`config.mk`:
```
export PLATFORM = sky130hd
export DESIGN_NAME = flash_cmd_responder
export DESIGN_NICKNAME = d
export VERILOG_FILES = /design/src/rtl/flash_cmd_responder.sv
export SDC_FILE = /design/constraint.sdc
export NUM_CORES = 1
export LEC_CHECK = 0
export BUFFER_PORTS_ARGS = -buffer_cell sky130_fd_sc_hd__buf_2
export CAP_MARGIN = 5
export CELL_PAD_IN_SITES_DETAIL_PLACEMENT = 1
export CELL_PAD_IN_SITES_GLOBAL_PLACEMENT = 1
export CORE_MARGIN = 2
export CORE_UTILIZATION = 46
export CTS_CLUSTER_DIAMETER = 200
export DETAILED_ROUTE_END_ITERATION = 6
export PLACE_DENSITY_LB_ADDON = 0.25
export SLEW_MARGIN = 20
export SYNTH_ARGS = -nofsm -noshare
export SYNTH_HDL_FRONTEND = slang
export SYNTH_SLANG_ARGS = --single-unit
```
`constraint.sdc`:
```
create_clock -name clk -period 5.2 [get_ports clk]
set_input_delay 0.26 -clock clk [delete_from_list [all_inputs] [get_ports clk]]
set_output_delay 0.26 -clock clk [all_outputs]
set_load 0.02 [all_outputs]
```
`src/rtl/flash_cmd_responder.sv`:
```
// Byte-wide AMD 29F040-style command responder (unlock, autoselect, program, erase) over a backing memory port.
// Optional chip erase is compiled in when FLASH_CHIP_ERASE_EN is defined.
module flash_cmd_responder #(
   parameter logic [7:0] MANUF_ID  = 8'h01,
   parameter logic [7:0] DEVICE_ID = 8'hA4,
   parameter int         SECTOR_W  = 16,
   parameter int         CHIP_W    = 19
) (
   input  logic        clk,
   input  logic        reset_n,
   input  logic [22:0] base_addr,
   input  logic [22:0] addr,
   input  logic [7:0]  data_to_flash,
   input  logic        we,
   input  logic        ce,
   output logic [7:0]  data_from_flash,
   output logic        data_valid,
   output logic [22:0] mem_addr,
   output logic        mem_rd,
   output logic        mem_wr,
   output logic [7:0]  mem_dout,
   input  logic [7:0]  mem_din,
   input  logic        mem_ack
);

`ifdef FLASH_CHIP_ERASE_EN
   localparam int CNT_W = (CHIP_W > SECTOR_W) ? CHIP_W : SECTOR_W;
`else
   // a sector never exceeds the chip
   localparam int CNT_W = (SECTOR_W < CHIP_W) ? SECTOR_W : CHIP_W;
`endif
   localparam logic [22:0] SECTOR_MASK = 23'((64'd1 << SECTOR_W) - 64'd1);

   typedef enum logic [3:0] {
      CMD_READ,
      CMD_UNL1,
      CMD_UNL2,
      CMD_AUTOSEL,
      CMD_PROG,
      CMD_ERS_SETUP,
      CMD_ERS_UNL1,
      CMD_ERS_UNL2,
      CMD_BUSY_PRG_RD,
      CMD_BUSY_PRG_WR,
      CMD_BUSY_ERS
   } cmd_state_t;

   typedef enum logic [1:0] {
      BUS_IDLE,
      BUS_MEM_RD,
      BUS_RESP,
      BUS_HOLD
   } bus_state_t;

   cmd_state_t        cmd_state_reg, cmd_state_next;
   bus_state_t        bus_state_reg, bus_state_next;
   logic [7:0]        dout_reg, dout_next;
   logic              data_valid_reg, data_valid_next;
   logic [22:0]       mem_addr_reg, mem_addr_next;
   logic              mem_rd_reg, mem_rd_next;
   logic              mem_wr_reg, mem_wr_next;
   logic [7:0]        mem_dout_reg, mem_dout_next;
   logic [7:0]        prog_data_reg, prog_data_next;
   logic              toggle_reg, toggle_next;
   logic [22:0]       ers_base_reg, ers_base_next;
   logic [CNT_W-1:0]  ers_cnt_reg, ers_cnt_next;
`ifdef FLASH_CHIP_ERASE_EN
   logic              ers_chip_reg, ers_chip_next;
`endif

   logic [22:0] phys_addr;
   logic [22:0] sector_base;
   logic        at_555;
   logic        at_2aa;
   logic        busy;
   logic        prg_busy;
   logic        ers_busy;
   logic        ers_last;
   logic [7:0]  status_byte;
   logic [7:0]  id_byte;

   assign phys_addr   = base_addr + addr;
   assign sector_base = base_addr + (addr & ~SECTOR_MASK);
   assign at_555      = (addr[10:0] == 11'h555);
   assign at_2aa      = (addr[10:0] == 11'h2AA);
   assign prg_busy    = (cmd_state_reg == CMD_BUSY_PRG_RD) || (cmd_state_reg == CMD_BUSY_PRG_WR);
   assign ers_busy    = (cmd_state_reg == CMD_BUSY_ERS);
   assign busy        = prg_busy || ers_busy;
   assign status_byte = {prg_busy & ~prog_data_reg[7], toggle_reg, 2'b00, ers_busy, 3'b000};

`ifdef FLASH_CHIP_ERASE_EN
   assign ers_last = ers_chip_reg ? (&ers_cnt_reg) : (&ers_cnt_reg[SECTOR_W-1:0]);
`else
   assign ers_last = &ers_cnt_reg;
`endif

   always_comb begin
      id_byte = 8'h00;
      case (addr[1:0])
         2'd0:    id_byte = MANUF_ID;
         2'd1:    id_byte = DEVICE_ID;
         default: id_byte = 8'h00;
      endcase
   end

   always_comb begin
      cmd_state_next  = cmd_state_reg;
      bus_state_next  = bus_state_reg;
      dout_next       = dout_reg;
      data_valid_next = 1'b0;
      mem_addr_next   = mem_addr_reg;
      mem_rd_next     = mem_rd_reg;
      mem_wr_next     = mem_wr_reg;
      mem_dout_next   = mem_dout_reg;
      prog_data_next  = prog_data_reg;
      toggle_next     = toggle_reg;
      ers_base_next   = ers_base_reg;
      ers_cnt_next    = ers_cnt_reg;
`ifdef FLASH_CHIP_ERASE_EN
      ers_chip_next   = ers_chip_reg;
`endif

      // Embedded program/erase engine; owns the memory port only while busy.
      case (cmd_state_reg)
         CMD_BUSY_PRG_RD: begin
            if (mem_ack) begin
               mem_rd_next    = 1'b0;
               mem_wr_next    = 1'b1;
               mem_dout_next  = mem_din & prog_data_reg;
               cmd_state_next = CMD_BUSY_PRG_WR;
            end
         end
         CMD_BUSY_PRG_WR: begin
            if (mem_ack) begin
               mem_wr_next    = 1'b0;
               cmd_state_next = CMD_READ;
            end
         end
         CMD_BUSY_ERS: begin
            if (!mem_wr_reg) begin
               mem_wr_next   = 1'b1;
               mem_addr_next = ers_base_reg + 23'(ers_cnt_reg);
            end else if (mem_ack) begin
               mem_wr_next = 1'b0;
               if (ers_last) begin
                  cmd_state_next = CMD_READ;
               end else begin
                  ers_cnt_next = ers_cnt_reg + CNT_W'(1);
               end
            end
         end
         default: ;
      endcase

      case (bus_state_reg)
         BUS_IDLE: begin
            if (ce) begin
               bus_state_next  = BUS_RESP;
               data_valid_next = 1'b1;
               if (we) begin
                  if (!busy) begin
                     if (data_to_flash == 8'hF0) begin
                        cmd_state_next = CMD_READ;
                     end else begin
                        case (cmd_state_reg)
                           CMD_READ: begin
                              if (at_555 && data_to_flash == 8'hAA) cmd_state_next = CMD_UNL1;
                           end
                           CMD_UNL1: begin
                              cmd_state_next = (at_2aa && data_to_flash == 8'h55) ? CMD_UNL2 : CMD_READ;
                           end
                           CMD_UNL2: begin
                              cmd_state_next = CMD_READ;
                              if (at_555) begin
                                 case (data_to_flash)
                                    8'h90:   cmd_state_next = CMD_AUTOSEL;
                                    8'hA0:   cmd_state_next = CMD_PROG;
                                    8'h80:   cmd_state_next = CMD_ERS_SETUP;
                                    default: cmd_state_next = CMD_READ;
                                 endcase
                              end
                           end
                           CMD_PROG: begin
                              prog_data_next = data_to_flash;
                              mem_addr_next  = phys_addr;
                              mem_rd_next    = 1'b1;
                              toggle_next    = 1'b0;
                              cmd_state_next = CMD_BUSY_PRG_RD;
                           end
                           CMD_ERS_SETUP: begin
                              cmd_state_next = (at_555 && data_to_flash == 8'hAA) ? CMD_ERS_UNL1 : CMD_READ;
                           end
                           CMD_ERS_UNL1: begin
                              cmd_state_next = (at_2aa && data_to_flash == 8'h55) ? CMD_ERS_UNL2 : CMD_READ;
                           end
                           CMD_ERS_UNL2: begin
                              cmd_state_next = CMD_READ;
                              if (data_to_flash == 8'h30) begin
                                 ers_base_next  = sector_base;
                                 ers_cnt_next   = '0;
                                 mem_dout_next  = 8'hFF;
                                 toggle_next    = 1'b0;
                                 cmd_state_next = CMD_BUSY_ERS;
`ifdef FLASH_CHIP_ERASE_EN
                                 ers_chip_next  = 1'b0;
                              end else if (data_to_flash == 8'h10 && at_555) begin
                                 ers_base_next  = base_addr;
                                 ers_cnt_next   = '0;
                                 mem_dout_next  = 8'hFF;
                                 toggle_next    = 1'b0;
                                 cmd_state_next = CMD_BUSY_ERS;
                                 ers_chip_next  = 1'b1;
`endif
                              end
                           end
                           default: ;
                        endcase
                     end
                  end
               end else if (busy) begin
                  dout_next   = status_byte;
                  toggle_next = ~toggle_reg;
               end else if (cmd_state_reg == CMD_AUTOSEL) begin
                  dout_next = id_byte;
               end else begin
                  bus_state_next  = BUS_MEM_RD;
                  data_valid_next = 1'b0;
                  mem_rd_next     = 1'b1;
                  mem_addr_next   = phys_addr;
               end
            end
         end
         BUS_MEM_RD: begin
            if (mem_ack) begin
               mem_rd_next     = 1'b0;
               dout_next       = mem_din;
               data_valid_next = 1'b1;
               bus_state_next  = BUS_RESP;
            end
         end
         // ce is still up while the requester reacts to data_valid
         BUS_RESP: bus_state_next = BUS_HOLD;
         default:  bus_state_next = BUS_IDLE;
      endcase
   end

   always_ff @(posedge clk or negedge reset_n) begin
      if (!reset_n) begin
         cmd_state_reg  <= CMD_READ;
         bus_state_reg  <= BUS_IDLE;
         dout_reg       <= 8'h00;
         data_valid_reg <= 1'b0;
         mem_addr_reg   <= '0;
         mem_rd_reg     <= 1'b0;
         mem_wr_reg     <= 1'b0;
         mem_dout_reg   <= 8'h00;
         prog_data_reg  <= 8'h00;
         toggle_reg     <= 1'b0;
         ers_base_reg   <= '0;
         ers_cnt_reg    <= '0;
`ifdef FLASH_CHIP_ERASE_EN
         ers_chip_reg   <= 1'b0;
`endif
      end else begin
         cmd_state_reg  <= cmd_state_next;
         bus_state_reg  <= bus_state_next;
         dout_reg       <= dout_next;
         data_valid_reg <= data_valid_next;
         mem_addr_reg   <= mem_addr_next;
         mem_rd_reg     <= mem_rd_next;
         mem_wr_reg     <= mem_wr_next;
         mem_dout_reg   <= mem_dout_next;
         prog_data_reg  <= prog_data_next;
         toggle_reg     <= toggle_next;
         ers_base_reg   <= ers_base_next;
         ers_cnt_reg    <= ers_cnt_next;
`ifdef FLASH_CHIP_ERASE_EN
         ers_chip_reg   <= ers_chip_next;
`endif
      end
   end

   assign data_from_flash = dout_reg;
   assign data_valid      = data_valid_reg;
   assign mem_addr        = mem_addr_reg;
   assign mem_rd          = mem_rd_reg;
   assign mem_wr          = mem_wr_reg;
   assign mem_dout        = mem_dout_reg;

endmodule

```
# Word-level counts from Yosys, hierarchy flattened
# Cells that the tools add are included.
# W data, S select, Z words.
# totals
reg_bits,96
out_inout_bits,42
# op_classes
addsub,4
n_eq_ne,31
muxes,90
bitwise,6
n_reduce_logical,18
# ops
operator,count
$mux W23,10
$mux W16,11
$mux W8,14
$mux W4,12
$add A23 B23 Y23,2
$eq A8 B8 Y1 const B,5
$pmux W8 S2,2
$pmux W4 S7,1
$mux W1,24
$add A23 B16 Y23,1
$add A16 B1 Y16 const B,1
$eq A4 B3 Y1 const B,4
$reduce_and A16 Y1,1
$ne A2 B2 Y1 const B,7
$reduce_and A7 Y1,2
$eq A4 B4 Y1 const B,3
$mux W2,6
$pmux W4 S3,1
$eq A11 B10 Y1 const B,1
$eq A11 B11 Y1 const B,1
$mux W3,3
$pmux W3 S3,1
$and A8 B8 Y8,1
$eq A4 B2 Y1 const B,2
21 further kinds,33

# Longest topological paths before layout
# Gate-level depths: netlist of run 1.
# logic_depth
ltp_word,12
mapped_depth,12

# Least setup slack after synthesis of run 1
# OpenSTA, ideal clock, no wires.
# synth_path
kind,register -> register
startpoint,reg ers_cnt_reg[0]
endpoint,"reg mem_addr_reg[18], in the netlist mem_addr[18]"
setup_ps,142
arrival_time_ps,2163
required_ps,5058
path_slack_ps,2895
stages_incl_launch_ff,10
cell_sequence,dfrtp_1 -> ha_1 -> fa_1 -> a211oi_1 -> o21bai_1 -> o211ai_1 -> nand3_1 -> nand2_1 -> mux2i_1 -> o221ai_1
# synth_between
elab_chain_cells,9
elab_cells_between_ends,11
cone_classes,add/sub (1); mux (10)
# synth_lines
element,line,rtl
from (decl),66,"logic [CNT_W-1:0] ers_cnt_reg, ers_cnt_next;"
from (signal assigned),276,ers_cnt_reg <= ers_cnt_next;
$add A23 B16 Y23 (*),142,mem_addr_next = ers_base_reg + 23'(ers_cnt_reg);
$mux W23 (*),140,if (!mem_wr_reg) begin
$mux W23 (*),124,case (cmd_state_reg)
$mux W23,165,case (cmd_state_reg)
$mux W23,162,if (data_to_flash == 8'hF0) begin
$mux W23,161,if (!busy) begin
$mux W23,160,if (we) begin
$mux W23,157,if (ce) begin
$mux W23 (*),155,case (bus_state_reg)
via mem_addr_next[18],59,"logic [22:0] mem_addr_reg, mem_addr_next;"
to (signal assigned),269,mem_addr_reg <= mem_addr_next;
to (decl),59,
# Mark *: on every way through the listed nets, which the timed path passes. The rest lies on a longest branch.
# A chain may end at the register's enable or synchronous reset.

# Final worst setup path of run 1
# layout_path
startpoint,reg bus_state_reg[1]
endpoint,"reg mem_addr_reg[22], in the netlist mem_addr[22]"
# layout_between
elab_chain_cells,2
# layout_lines
element,line,rtl
from (decl),56,"bus_state_t bus_state_reg, bus_state_next;"
from (signal assigned),266,bus_state_reg <= bus_state_next;
$logic_not A2 Y1,155,
$mux W23,155,
via mem_addr_next[22],59,
# The timed path passes the listed nets, and every way through them passes these cells.

==> flow_summary.json, run 1 <==
{
  "critical_path.startpoint_type": "flip-flop",
  "dp_slack_ns": 2.29,
  "mostFrequentLayoutCell": "sky130_fd_sc_hd__nand2_1",
  "area_fraction_in_compound_gates_after_synthesis_pct": 18.9,
  "clkLatencyLatePin_ns": 0.36,
  "instances_no_fill": 1065,
  "fin_skew_ns": 0.00577,
  "leftover_overflow_at_the_end_of_global_routing": 0,
  "post_cts.resized_instances": 0,
  "leakagePower_nw": 3.70,
  "floorplan.core_area_um2": 14400,
  "xor_and_xnor_area_share_after_synthesis_pct": 6.69,
  "r2r_end": "mem_addr[22]$_DFF_PN0_",
  "cts_htree_levels": 3,
  "max-cap-violations": 0,
  "route.vias.total": 6433,
  "synth.ff_latch_count": 96,
  "max_clock_freq_mhz": 336,
  "yosysSeqAreaShare_pct": 36.0,
  "antenna_violating_nets_post_route": 0,
  "grt_max_degree": 52,
  "post_synth_and_or_nand_nor_area_fraction_pct": 24.1,
  "slew_viol_final": 0,
  "timing.critical_path.from": "bus_state_reg[1]$_DFFE_PN0P_",
  "endpoint": "mem_addr[22]$_DFF_PN0_",
  "placedInstanceArea_um2": 7320,
  "wirelength_mm": 22.1,
  "synth-adder-area-share_pct": 8.78,
  "finalSetupViolCount": 0,
  "y_dimension_of_the_die_um": 124,
  "holdWs_ns": 0.114,
  "detailed_route_drc_error_count": 0,
  "synth_async_reset_ratio_pct": 100,
  "number_of_flops_mapped_to_enable_cells_by_yosys": 0,
  "final_design_area_no_fill_um2": 7630,
  "grt_antenna_before_repair": 0,
  "worst-setup-path-type": "flip-flop to flip-flop",
  "top_layer": "met4",
  "inst_count_dp": 1048,
  "synth.cell_area_um2": 6670,
  "syn-instance-count": 784,
  "regToRegSetupSlack_ns": 2.22,
  "end_kind": "flip-flop",
  "p_per_area_nw_per_um2": 389,
  "worst_margin_pin_slew_ns": 1.01,
  "timing.reg2reg.worst_path_depth": 7,
  "cp.arrival_ns": 3.25,
  "drt-vias-per-instance": 6.04,
  "synth.lib_cells_used.distinct": 76,
  "ys_warn_count": 0,
  "power_mw": 2.96,
  "synth_area_per_cell_um2": 8.51,
  "drtPass1Iterations": 5,
  "wire_per_inst_um": 20.7,
  "combinational_family_with_the_most_area_after_synthesis": "simple AND/OR/NAND/NOR gates",
  "ff_to_ff_start": "bus_state_reg[1]$_DFFE_PN0P_",
  "rows": 44,
  "wl_met3_mm": 1.09,
  "final_cell_mix": "sky130_fd_sc_hd__nand2_1 (129), sky130_fd_sc_hd__buf_2 (107), sky130_fd_sc_hd__dfrtp_1 (96)",
  "routed-wl-met2_mm": 11.1,
  "io_buffer_count": 108,
  "cts_tree": "done",
  "layout_worst_path_cycle_share_pct": 57.3,
  "die_width_um": 124,
  "crit_required_ns": 5.47,
  "area.growth.synth_to_final_pct": 14.4,
  "grt_pass1_vias": 6779,
  "final_layout_size_suffix_gt1_share_pct": 17.6,
  "cts.sink_count": 96,
  "final_net_count": 988,
  "cts_inserted_buffers": 9,
  "status": "finished clean",
  "grt_setup_unrepaired": "false",
  "globalplace.congestion": 0.911,
  "diodes": 0,
  "hp-class": "input port to flip-flop",
  "clock_tree.root_cell": "sky130_fd_sc_hd__clkbuf_16",
  "final_core_utilization_pct": 53.1,
  "fin_setup_tns_ns": 0,
  "finalHoldViolations": 0,
  "synth_nets": 896,
  "count_of_pins_on_the_block_boundary": 109,
  "clockBufferDepth": 2,
  "first_pass_grt_wire_length_mm": 35.7,
  "cts.repair_timing.setup_buffer_count": 0,
  "start_util_pct": 46.4,
  "post-route-min-period_ns": 2.98,
  "setup_ws_ns": 2.22,
  "yosys-mux-area-fraction_pct": 2.16,
  "routedLengthMet1_mm": 9.41,
  "layout.filler_cells": 1752,
  "place.detailed.hpwl_mm": 17.0,
  "number_of_buffers_inserted_by_hold_repair_at_cts": 1,
  "die_area_um2": 15500,
  "worst_setup_hold_path_clk_slew_ns": 0.08,
  "ys_dominant_reg_cell": "sky130_fd_sc_hd__dfrtp_1",
  "path_max_fanout": 26,
  "drt_iter0_markers": 360,
  "vdd_drop_max_uv": 247,
  "relSlewSlack_pct": 32.6,
  "groute.usage.overall_pct": 28.8
}
[cell families (layout without fill, tap and decap cells)]
kind of cell / Yosys count / in the layout
AO/OA/AOI/OAI: 200 / 200
XOR/XNOR: 51 / 51
adder cells (fa/ha/maj): 45 / 45
buffers and inverters: 50 / 147
flip-flops: 96 / 96
multiplexers: 13 / 13
AND/OR/NAND/NOR: 329 / 329
[cells in the mapped netlist (4+ instances only)]
cell / number / area, um2
sky130_fd_sc_hd__o21a_1: 6 / 45.0
sky130_fd_sc_hd__xor2_1: 37 / 324
sky130_fd_sc_hd__a21o_1: 12 / 90.1
sky130_fd_sc_hd__and3_1: 11 / 68.8
sky130_fd_sc_hd__nand2_1: 129 / 484
sky130_fd_sc_hd__o211ai_1: 9 / 67.6
sky130_fd_sc_hd__nor3_1: 18 / 90.1
sky130_fd_sc_hd__o21ai_0: 49 / 245
sky130_fd_sc_hd__mux2i_1: 4 / 40.0
sky130_fd_sc_hd__dfrtp_1: 96 / 2400
sky130_fd_sc_hd__a31oi_1: 9 / 56.3
sky130_fd_sc_hd__nor2_1: 64 / 240
sky130_fd_sc_hd__nor4bb_1: 4 / 40.0
sky130_fd_sc_hd__or2_2: 5 / 31.3
sky130_fd_sc_hd__a21oi_1: 58 / 290
sky130_fd_sc_hd__xnor2_1: 14 / 123
sky130_fd_sc_hd__ha_1: 42 / 526
sky130_fd_sc_hd__o21bai_1: 5 / 37.5
sky130_fd_sc_hd__o22ai_1: 4 / 25.0
sky130_fd_sc_hd__nor2b_1: 8 / 50.1
sky130_fd_sc_hd__mux2_2: 8 / 90.1
sky130_fd_sc_hd__o2111ai_1: 4 / 35.0
sky130_fd_sc_hd__a22oi_1: 7 / 52.6
sky130_fd_sc_hd__buf_2: 11 / 55.1
sky130_fd_sc_hd__clkbuf_1: 18 / 67.6
sky130_fd_sc_hd__or3_1: 4 / 25.0
sky130_fd_sc_hd__inv_1: 16 / 60.1
sky130_fd_sc_hd__nand4_1: 14 / 87.6
sky130_fd_sc_hd__and2_1: 4 / 25.0
sky130_fd_sc_hd__and4_1: 4 / 35.0
sky130_fd_sc_hd__nand3_1: 39 / 195
sky130_fd_sc_hd__a211oi_1: 10 / 75.1
[worst max-delay path: stages (launching register included)]
cell and delay [ns]:
sky130_fd_sc_hd__dfrtp_1 0.42, sky130_fd_sc_hd__inv_1 0.11, sky130_fd_sc_hd__ha_1 0.36, sky130_fd_sc_hd__and3_1 0.44, sky130_fd_sc_hd__nand3_4 0.23, sky130_fd_sc_hd__o21a_1 0.52, sky130_fd_sc_hd__or4b_1 0.66, sky130_fd_sc_hd__o2111ai_1 0.12
[layout make-up]
cell class	instances	area, um2	share of cell area, %
well taps	184	230	3.02
clock buffers	9	225	2.95
inverters	17	63.8	0.836
flip-flops and latches	96	2400	31.5
repair buffers	114	591	7.74
multi-input cells	638	4040	53.0
clock inverters	7	76.3	1.00
[power by group]
| group | switching, mW | leakage (nW) | total, mW | internal [mW] |
|---|---|---|---|---|
| Combinational | 0.718 | 2.30 | 1.15 | 0.429 |
| Clock | 0.350 | 0.150 | 0.695 | 0.345 |
| Sequential | 0.184 | 1.25 | 1.12 | 0.938 |
[per-layer routing]
| metal | track usage [%] | vias up |
|---|---|---|
| li1 | - | 3016 |
| met2 | 50.3 | 177 |
| met3 | 5.46 | 30 |
| met4 | 9.85 | 0 |
| met1 | 35.7 | 3210 |
| met5 | 0 | - |
[how the worst min path moves through the flow]
stage	startpoint	endpoint	slack, ns	cells after the start
global route	base_addr[12]	ers_base_reg[12]$_DFFE_PN0P_	0.12	3
CTS	base_addr[12]	ers_base_reg[12]$_DFFE_PN0P_	0.11	3
detailed placement	reset_n	ers_base_reg[19]$_DFFE_PN0P_	0.32	1
floorplan	reset_n	bus_state_reg[0]$_DFFE_PN0P_	-0.04	0
global placement	reset_n	ers_base_reg[19]$_DFFE_PN0P_	0.29	1
finish	base_addr[3]	ers_base_reg[3]$_DFFE_PN0P_	0.11	3
Power figures use the tool's default switching activity.
==> inputs of run 2 (changes only) <==
--- a/config.mk
+++ b/config.mk
@@ -5,12 +5,13 @@
 export SDC_FILE = /design/constraint.sdc
 export NUM_CORES = 1
 export LEC_CHECK = 0
+export ABC_AREA = 1
 export BUFFER_PORTS_ARGS = -buffer_cell sky130_fd_sc_hd__buf_2
 export CAP_MARGIN = 5
 export CELL_PAD_IN_SITES_DETAIL_PLACEMENT = 1
 export CELL_PAD_IN_SITES_GLOBAL_PLACEMENT = 1
 export CORE_MARGIN = 2
-export CORE_UTILIZATION = 46
+export CORE_UTILIZATION = 42
 export CTS_CLUSTER_DIAMETER = 200
 export DETAILED_ROUTE_END_ITERATION = 6
 export PLACE_DENSITY_LB_ADDON = 0.25
==> constraint.sdc (replaced) <==
create_clock -name clk -period 3 [get_ports clk]
set_input_delay 0.15 -clock clk [delete_from_list [all_inputs] [get_ports clk]]
set_output_delay 0.15 -clock clk [all_outputs]
set_load 0.02 [all_outputs]
==> run 2 against run 1 <==
  * Synthesized cell count rose by 49%
  * Sequential cell count did not move
  * Clock power rose by 81%
  * Hold slack got worse by 0.097 ns
  * Clock-buffer cell count did not move
  * Wire length rose by 23%
  * Combinational power rose by 100%
  * Via count rose by 25%
  * Core utilization fell by 4.2 points
  * Die area rose by 26%
  * Critical endpoint is now mem_addr[18]$_DFF_PN0_
  * Largest cell class unchanged
==> flow_summary.json, run 2 <==
{
  "grt_max_degree": 50,
  "drt_iter0_markers": 509,
  "cts_htree_levels": 3,
  "r2r_end": "mem_addr[18]$_DFF_PN0_",
  "drtPass1Iterations": 4,
  "synth_area_per_cell_um2": 6.59,
  "synth.lib_cells_used.distinct": 48,
  "grt_antenna_before_repair": 1,
  "regToRegSetupSlack_ns": 0.53,
  "antenna_violating_nets_post_route": 0,
  "instances_no_fill": 1511,
  "cts.repair_timing.setup_buffer_count": 0,
  "finalSetupViolCount": 0,
  "post-route-min-period_ns": 2.47,
  "clkLatencyLatePin_ns": 0.37,
  "cts.sink_count": 96,
  "post_synth_most_frequent_cells": "sky130_fd_sc_hd__nand2_1 (401), sky130_fd_sc_hd__inv_1 (147), sky130_fd_sc_hd__nor2_1 (114)",
  "finalHoldViolations": 0,
  "syn-instance-count": 1171,
  "endpoint": "mem_addr[18]$_DFF_PN0_",
  "fin_skew_ns": 0.0122,
  "area.growth.synth_to_final_pct": 13.9,
  "path_max_fanout": 22,
  "die_width_um": 140,
  "cts_inserted_buffers": 9,
  "groute.usage.overall_pct": 28.3,
  "cts_tree": "done",
  "clock_tree.root_cell": "sky130_fd_sc_hd__clkbuf_16",
  "y_dimension_of_the_die_um": 140,
  "leakagePower_nw": 4.72,
  "rows": 49,
  "die_area_um2": 19500,
  "ys_warn_count": 0,
  "route.vias.total": 8046,
  "mostFrequentLayoutCell": "sky130_fd_sc_hd__nand2_1",
  "ff_to_ff_start": "bus_state_reg[1]$_DFFE_PN0P_",
  "final_net_count": 1388,
  "final_layout_size_suffix_gt1_share_pct": 12.8,
  "hp-class": "input port to flip-flop",
  "end_kind": "flip-flop",
  "hold_depth": 3,
  "wire_per_inst_um": 18.0,
  "drt-vias-per-instance": 5.32,
  "synth_top_area_cell": "sky130_fd_sc_hd__dfrtp_1",
  "critical_path.startpoint_type": "flip-flop",
  "number_of_flops_mapped_to_enable_cells_by_yosys": 0,
  "top_post_synthesis_cells_by_area": "sky130_fd_sc_hd__dfrtp_1 (31%), sky130_fd_sc_hd__nand2_1 (20%), sky130_fd_sc_hd__inv_1 (7.2%)",
  "place.detailed.hpwl_mm": 22.1,
  "inst_count_dp": 1493,
  "slew_viol_final": 0,
  "clockBufferDepth": 2,
  "grt_setup_unrepaired": "false",
  "globalplace.congestion": 0.914,
  "status": "finished clean",
  "yosysSeqAreaShare_pct": 31.1,
  "timing.reg2reg.worst_path_depth": 9,
  "synth_most_common_cell": "sky130_fd_sc_hd__nand2_1",
  "wirelength_mm": 27.1,
  "synthDominantCellAreaShare_pct": 31.1,
  "holdWs_ns": 0.0175,
  "first_pass_grt_wire_length_mm": 43.6,
  "synth.cell_area_um2": 7710,
  "cp.arrival_ns": 2.71,
  "count_of_pins_on_the_block_boundary": 109,
  "layout_worst_path_cycle_share_pct": 82.5,
  "dp_slack_ns": 0.555,
  "max_clock_freq_mhz": 404,
  "worst-setup-path-type": "flip-flop to flip-flop",
  "fin_setup_tns_ns": 0,
  "detailed_route_drc_error_count": 0,
  "vdd_drop_max_uv": 362,
  "leftover_overflow_at_the_end_of_global_routing": 0,
  "synth_nets": 1283,
  "ys_dominant_reg_cell": "sky130_fd_sc_hd__dfrtp_1",
  "timing.critical_path.from": "bus_state_reg[1]$_DFFE_PN0P_",
  "final_cell_mix": "sky130_fd_sc_hd__nand2_1 (401), sky130_fd_sc_hd__inv_1 (147), sky130_fd_sc_hd__nor2_1 (114)",
  "io_buffer_count": 108,
  "worst_setup_hold_path_clk_slew_ns": 0.08,
  "p_per_area_nw_per_um2": 628,
  "crit_required_ns": 3.24,
  "worst_margin_pin_slew_ns": 0.956,
  "setup_ws_ns": 0.526,
  "start_util_pct": 42.9,
  "grt_pass1_vias": 8206,
  "floorplan.core_area_um2": 18000,
  "final_core_utilization_pct": 48.9,
  "relSlewSlack_pct": 36.0,
  "synth_async_reset_ratio_pct": 100,
  "synth.ff_latch_count": 96,
  "max-cap-violations": 0
}
==> run 2: layout make-up <==
cell class              count  area [um2]
diodes                      1        2.50
clock buffers               9         225
clock inverters             7        86.3
fillers                  2444        9180
inverters                 151         569
multi-input cells         906        4620
flip-flops and latches     96        2400
well taps                 229         287
repair buffers            112         588
==> run 2: repair_timing <==
item                                   in CTS  in global routing
endpoints found under the hold margin      48                  0
resized for setup                           0                  0
hold buffers                                1                  0
==> run 2: critical path: stages, from the launching register on <==
cell	delay, ns
sky130_fd_sc_hd__dfrtp_1	0.39
sky130_fd_sc_hd__inv_1	0.13
sky130_fd_sc_hd__ha_1	0.28
sky130_fd_sc_hd__nand2_1	0.19
sky130_fd_sc_hd__nor3_2	0.34
sky130_fd_sc_hd__nand2_4	0.19
sky130_fd_sc_hd__nand2_2	0.41
sky130_fd_sc_hd__nand2_1	0.10
sky130_fd_sc_hd__nor2_1	0.21
sky130_fd_sc_hd__a21oi_1	0.08
==> run 2: kinds of logic (layout without fill, tap and decap cells) <==
logic type	count (synthesis)	count (layout)	synth area share [%]
fa+ha+maj	45	45	7.59
mux	5	5	0.811
other cells	0	1	0
buf+inv	169	279	8.92
simple gates	666	666	36.9
compound gates	169	169	12.3
xor+xnor	21	21	2.38
flops	96	96	31.1
==> run 2: how the worst min path moves through the flow <==
stage                              endpoint         start  slack (ns)
6_report        ers_base_reg[0]$_DFFE_PN0P_  base_addr[0]        0.02
5_1_grt         ers_base_reg[0]$_DFFE_PN0P_  base_addr[0]        0.04
4_1_cts         ers_base_reg[0]$_DFFE_PN0P_  base_addr[0]        0.01
3_5_place_dp   ers_base_reg[13]$_DFFE_PN0P_       reset_n        0.22
3_3_place_gp   ers_base_reg[13]$_DFFE_PN0P_       reset_n        0.21
2_1_floorplan  bus_state_reg[0]$_DFFE_PN0P_       reset_n       -0.15
==> run 2: routing by layer <==
layer / wire length [um] / GRT usage (%) / part of all wire (%)
met5: 0 / 0 / 0
met4: 555 / 7.81 / 2.0
met3: 1060 / 2.96 / 3.9
met2: 12700 / 46.4 / 47
met1: 12800 / 39.9 / 47
==> run 2: where the power goes <==
part	switching (mW)	total [mW]	internal (mW)
Combinational	1.54	2.32	0.775
Sequential	0.298	1.94	1.64
Clock	0.590	1.26	0.667
Total	2.43	5.51	3.08
==> run 2: per-stage QoR <==
step | total power, mW | instance area (um2)
6_report | 5.51 | 8780
5_1_grt | 5.83 | 8780
4_1_cts | 5.53 | 8780
3_5_place_dp | 4.25 | 8460
3_3_place_gp | 4.19 | 8460
2_1_floorplan | 3.40 | 7710
==> inputs of run 3 (changes only) <==
--- a/config.mk
+++ b/config.mk
@@ -11,7 +11,7 @@
 export CELL_PAD_IN_SITES_DETAIL_PLACEMENT = 1
 export CELL_PAD_IN_SITES_GLOBAL_PLACEMENT = 1
 export CORE_MARGIN = 2
-export CORE_UTILIZATION = 42
+export CORE_UTILIZATION = 38
 export CTS_CLUSTER_DIAMETER = 200
 export DETAILED_ROUTE_END_ITERATION = 6
 export PLACE_DENSITY_LB_ADDON = 0.25
==> constraint.sdc (replaced) <==
create_clock -name clk -period 2.1 [get_ports clk]
set_input_delay 0.105 -clock clk [delete_from_list [all_inputs] [get_ports clk]]
set_output_delay 0.105 -clock clk [all_outputs]
set_load 0.02 [all_outputs]
==> run 3 against run 2 <==
  * Sequential cell count stayed put
  * Largest cell class unchanged
  * Highest routed layer unchanged
  * Clock power is 48% higher
  * Largest power group unchanged
  * Register-to-register slack worse by 0.45 ns
  * Final cell count is 5.1% higher
  * Setup slack worse by 0.45 ns
  * Power is 47% higher
  * Clock skew is 0.0061 ns lower
  * Combinational power is 50% higher
  * Critical endpoint is now mem_addr[13]$_DFF_PN0_
==> flow_summary.json, run 3 (synthesis gave the netlist of run 2 again) <==
{
  "status": "finished clean",
  "max_clock_freq_mhz": 493,
  "grt_max_degree": 97,
  "cell_with_the_largest_stage_delay_on_the_worst_path": "sky130_fd_sc_hd__dfrtp_1",
  "critical_path.most_common_cell": "sky130_fd_sc_hd__nand2_1",
  "hp-class": "input port to flip-flop",
  "path_cells": "inv_1, ha_1, nand2_1, buf_4, a21oi_2, o21ai_4, a21oi_1, o21ai_0, nand2_1",
  "place.detailed.hpwl_mm": 22.8,
  "clock_tree.root_cell": "sky130_fd_sc_hd__clkbuf_16",
  "setup_ws_ns": 0.0734,
  "power_mw": 8.08,
  "dp_slack_ns": 0.0370,
  "path_max_fanout": 25,
  "critical-path-max-stage-delay_ns": 0.38,
  "instances_no_fill": 1588,
  "path_buf_inv": 2,
  "fin_skew_ns": 0.00617,
  "antenna_violating_nets_post_route": 0,
  "relSlewSlack_pct": 43.2,
  "cts_tree": "done",
  "rows": 52,
  "detailed_route_drc_error_count": 0,
  "finalSetupViolCount": 0,
  "final_net_count": 1424,
  "worst_margin_pin_slew_ns": 0.849,
  "drt_iter0_markers": 380,
  "area.growth.synth_to_final_pct": 20.3,
  "end_kind": "flip-flop",
  "vdd_drop_max_uv": 665,
  "first_pass_grt_wire_length_mm": 44.8,
  "leakagePower_nw": 4.91,
  "timing.critical_path.max_delay_family": "compound AO/OA/AOI/OAI gates",
  "cts.sink_count": 96,
  "cp.arrival_ns": 2.32,
  "drt-vias-per-instance": 5.16,
  "final_core_utilization_pct": 46.1,
  "slew_viol_final": 0,
  "critical_path.startpoint_type": "flip-flop",
  "mostFrequentLayoutCell": "sky130_fd_sc_hd__nand2_1",
  "p_per_area_nw_per_um2": 871,
  "max-cap-violations": 0,
  "final_layout_size_suffix_gt1_share_pct": 16.8,
  "final_cell_mix": "sky130_fd_sc_hd__nand2_1 (397), sky130_fd_sc_hd__inv_1 (147), sky130_fd_sc_hd__nor2_1 (108)",
  "layout_worst_path_cycle_share_pct": 96.5,
  "wire_per_inst_um": 17.7,
  "post-route-min-period_ns": 2.03,
  "groute.usage.overall_pct": 26.4,
  "leftover_overflow_at_the_end_of_global_routing": 0,
  "die_width_um": 146,
  "globalplace.congestion": 0.908,
  "count_of_pins_on_the_block_boundary": 109,
  "route.vias.total": 8195,
  "worst_setup_hold_path_clk_slew_ns": 0.07,
  "cts_htree_levels": 3,
  "drtPass1Iterations": 5,
  "y_dimension_of_the_die_um": 146,
  "start_util_pct": 38.4,
  "clkLatencyLatePin_ns": 0.36,
  "worst-setup-path-type": "flip-flop to flip-flop",
  "wirelength_mm": 28.1,
  "crit_required_ns": 2.39,
  "inst_count_dp": 1567,
  "clockBufferDepth": 2,
  "finalHoldViolations": 0,
  "grt_antenna_before_repair": 1,
  "io_buffer_count": 108,
  "cts_inserted_buffers": 9,
  "grt_pass1_vias": 8401,
  "floorplan.core_area_um2": 20100,
  "die_area_um2": 21500
}
## run 3: power breakdown
part           switching [mW]  total (mW)  internal (mW)
combinational            2.25        3.47           1.22
sequential              0.392        2.74           2.35
clock                   0.785        1.87           1.08
total                    3.43        8.08           4.66
## run 3: routing by layer
layer	GRT usage, %	wire, um	vias to the layer above
li1	-	-	4041
met1	36.3	13200	4003
met2	44.8	13600	126
met3	3.38	887	25
met4	5.29	365	0
met5	0	0	-
## run 3: per-stage QoR
stage | hold slack, ns | cell area [um2] | TNS, ns
after CTS | 0.00272 | 9150 | 0
after global routing | 0.0186 | 9280 | -0.00203
final | 0.00889 | 9280 | 0
after global placement | 0.216 | 8790 | 0
after floorplan | -0.191 | 7710 | 0
after detailed placement | 0.214 | 8790 | 0
## run 3: final timing paths
check / startpoint / to / slack, ns / cells past startpoint
worst max-delay path: bus_state_reg[1]$_DFFE_PN0P_ / mem_addr[13]$_DFF_PN0_ / 0.07 / 9
worst min-delay path: mem_din[4] / data_from_flash[4]$_DFFE_PN0P_ / 0.009 / 3
worst max register to register: bus_state_reg[1]$_DFFE_PN0P_ / mem_addr[13]$_DFF_PN0_ / 0.07 / 9
worst min register to register: data_from_flash[0]$_DFFE_PN0P_ / data_from_flash[0]$_DFFE_PN0P_ / 0.49 / 2
max in group asynchronous: reset_n / ers_cnt_reg[1]$_DFF_PN0_ / 1.30 / 3
min in group asynchronous: reset_n / ers_base_reg[13]$_DFFE_PN0P_ / 0.36 / 3
## run 3: layout make-up
class | count | area, um2
Timing Repair Buffer | 148 | 901
Tap cell | 270 | 338
Clock inverter | 4 | 76.3
Inverter | 151 | 569
Multi-Input combinational cell | 906 | 4740
Sequential cell | 96 | 2400
Fill cell | 2699 | 10800
Clock buffer | 12 | 246
Antenna cell | 1 | 2.50
## run 3: repair_timing
action | 4_1_cts | 5_1_grt
endpoints found under the setup margin | 1 | 18
resized for setup | 1 | 26
buffers inserted | 0 | 1
hold endpoints to repair | 98 | 0
hold buffers | 3 | 0
cloned | 0 | 0
pin swaps | 0 | 3
## run 3: worst reg2reg max path, stage by stage, from the launching register on
cell and delay [ns]:
sky130_fd_sc_hd__dfrtp_1 0.38, sky130_fd_sc_hd__inv_1 0.12, sky130_fd_sc_hd__ha_1 0.21, sky130_fd_sc_hd__nand2_1 0.14, sky130_fd_sc_hd__buf_4 0.17, sky130_fd_sc_hd__a21oi_2 0.14, sky130_fd_sc_hd__o21ai_4 0.25, sky130_fd_sc_hd__a21oi_1 0.22
sky130_fd_sc_hd__o21ai_0 0.22, sky130_fd_sc_hd__nand2_1 0.11
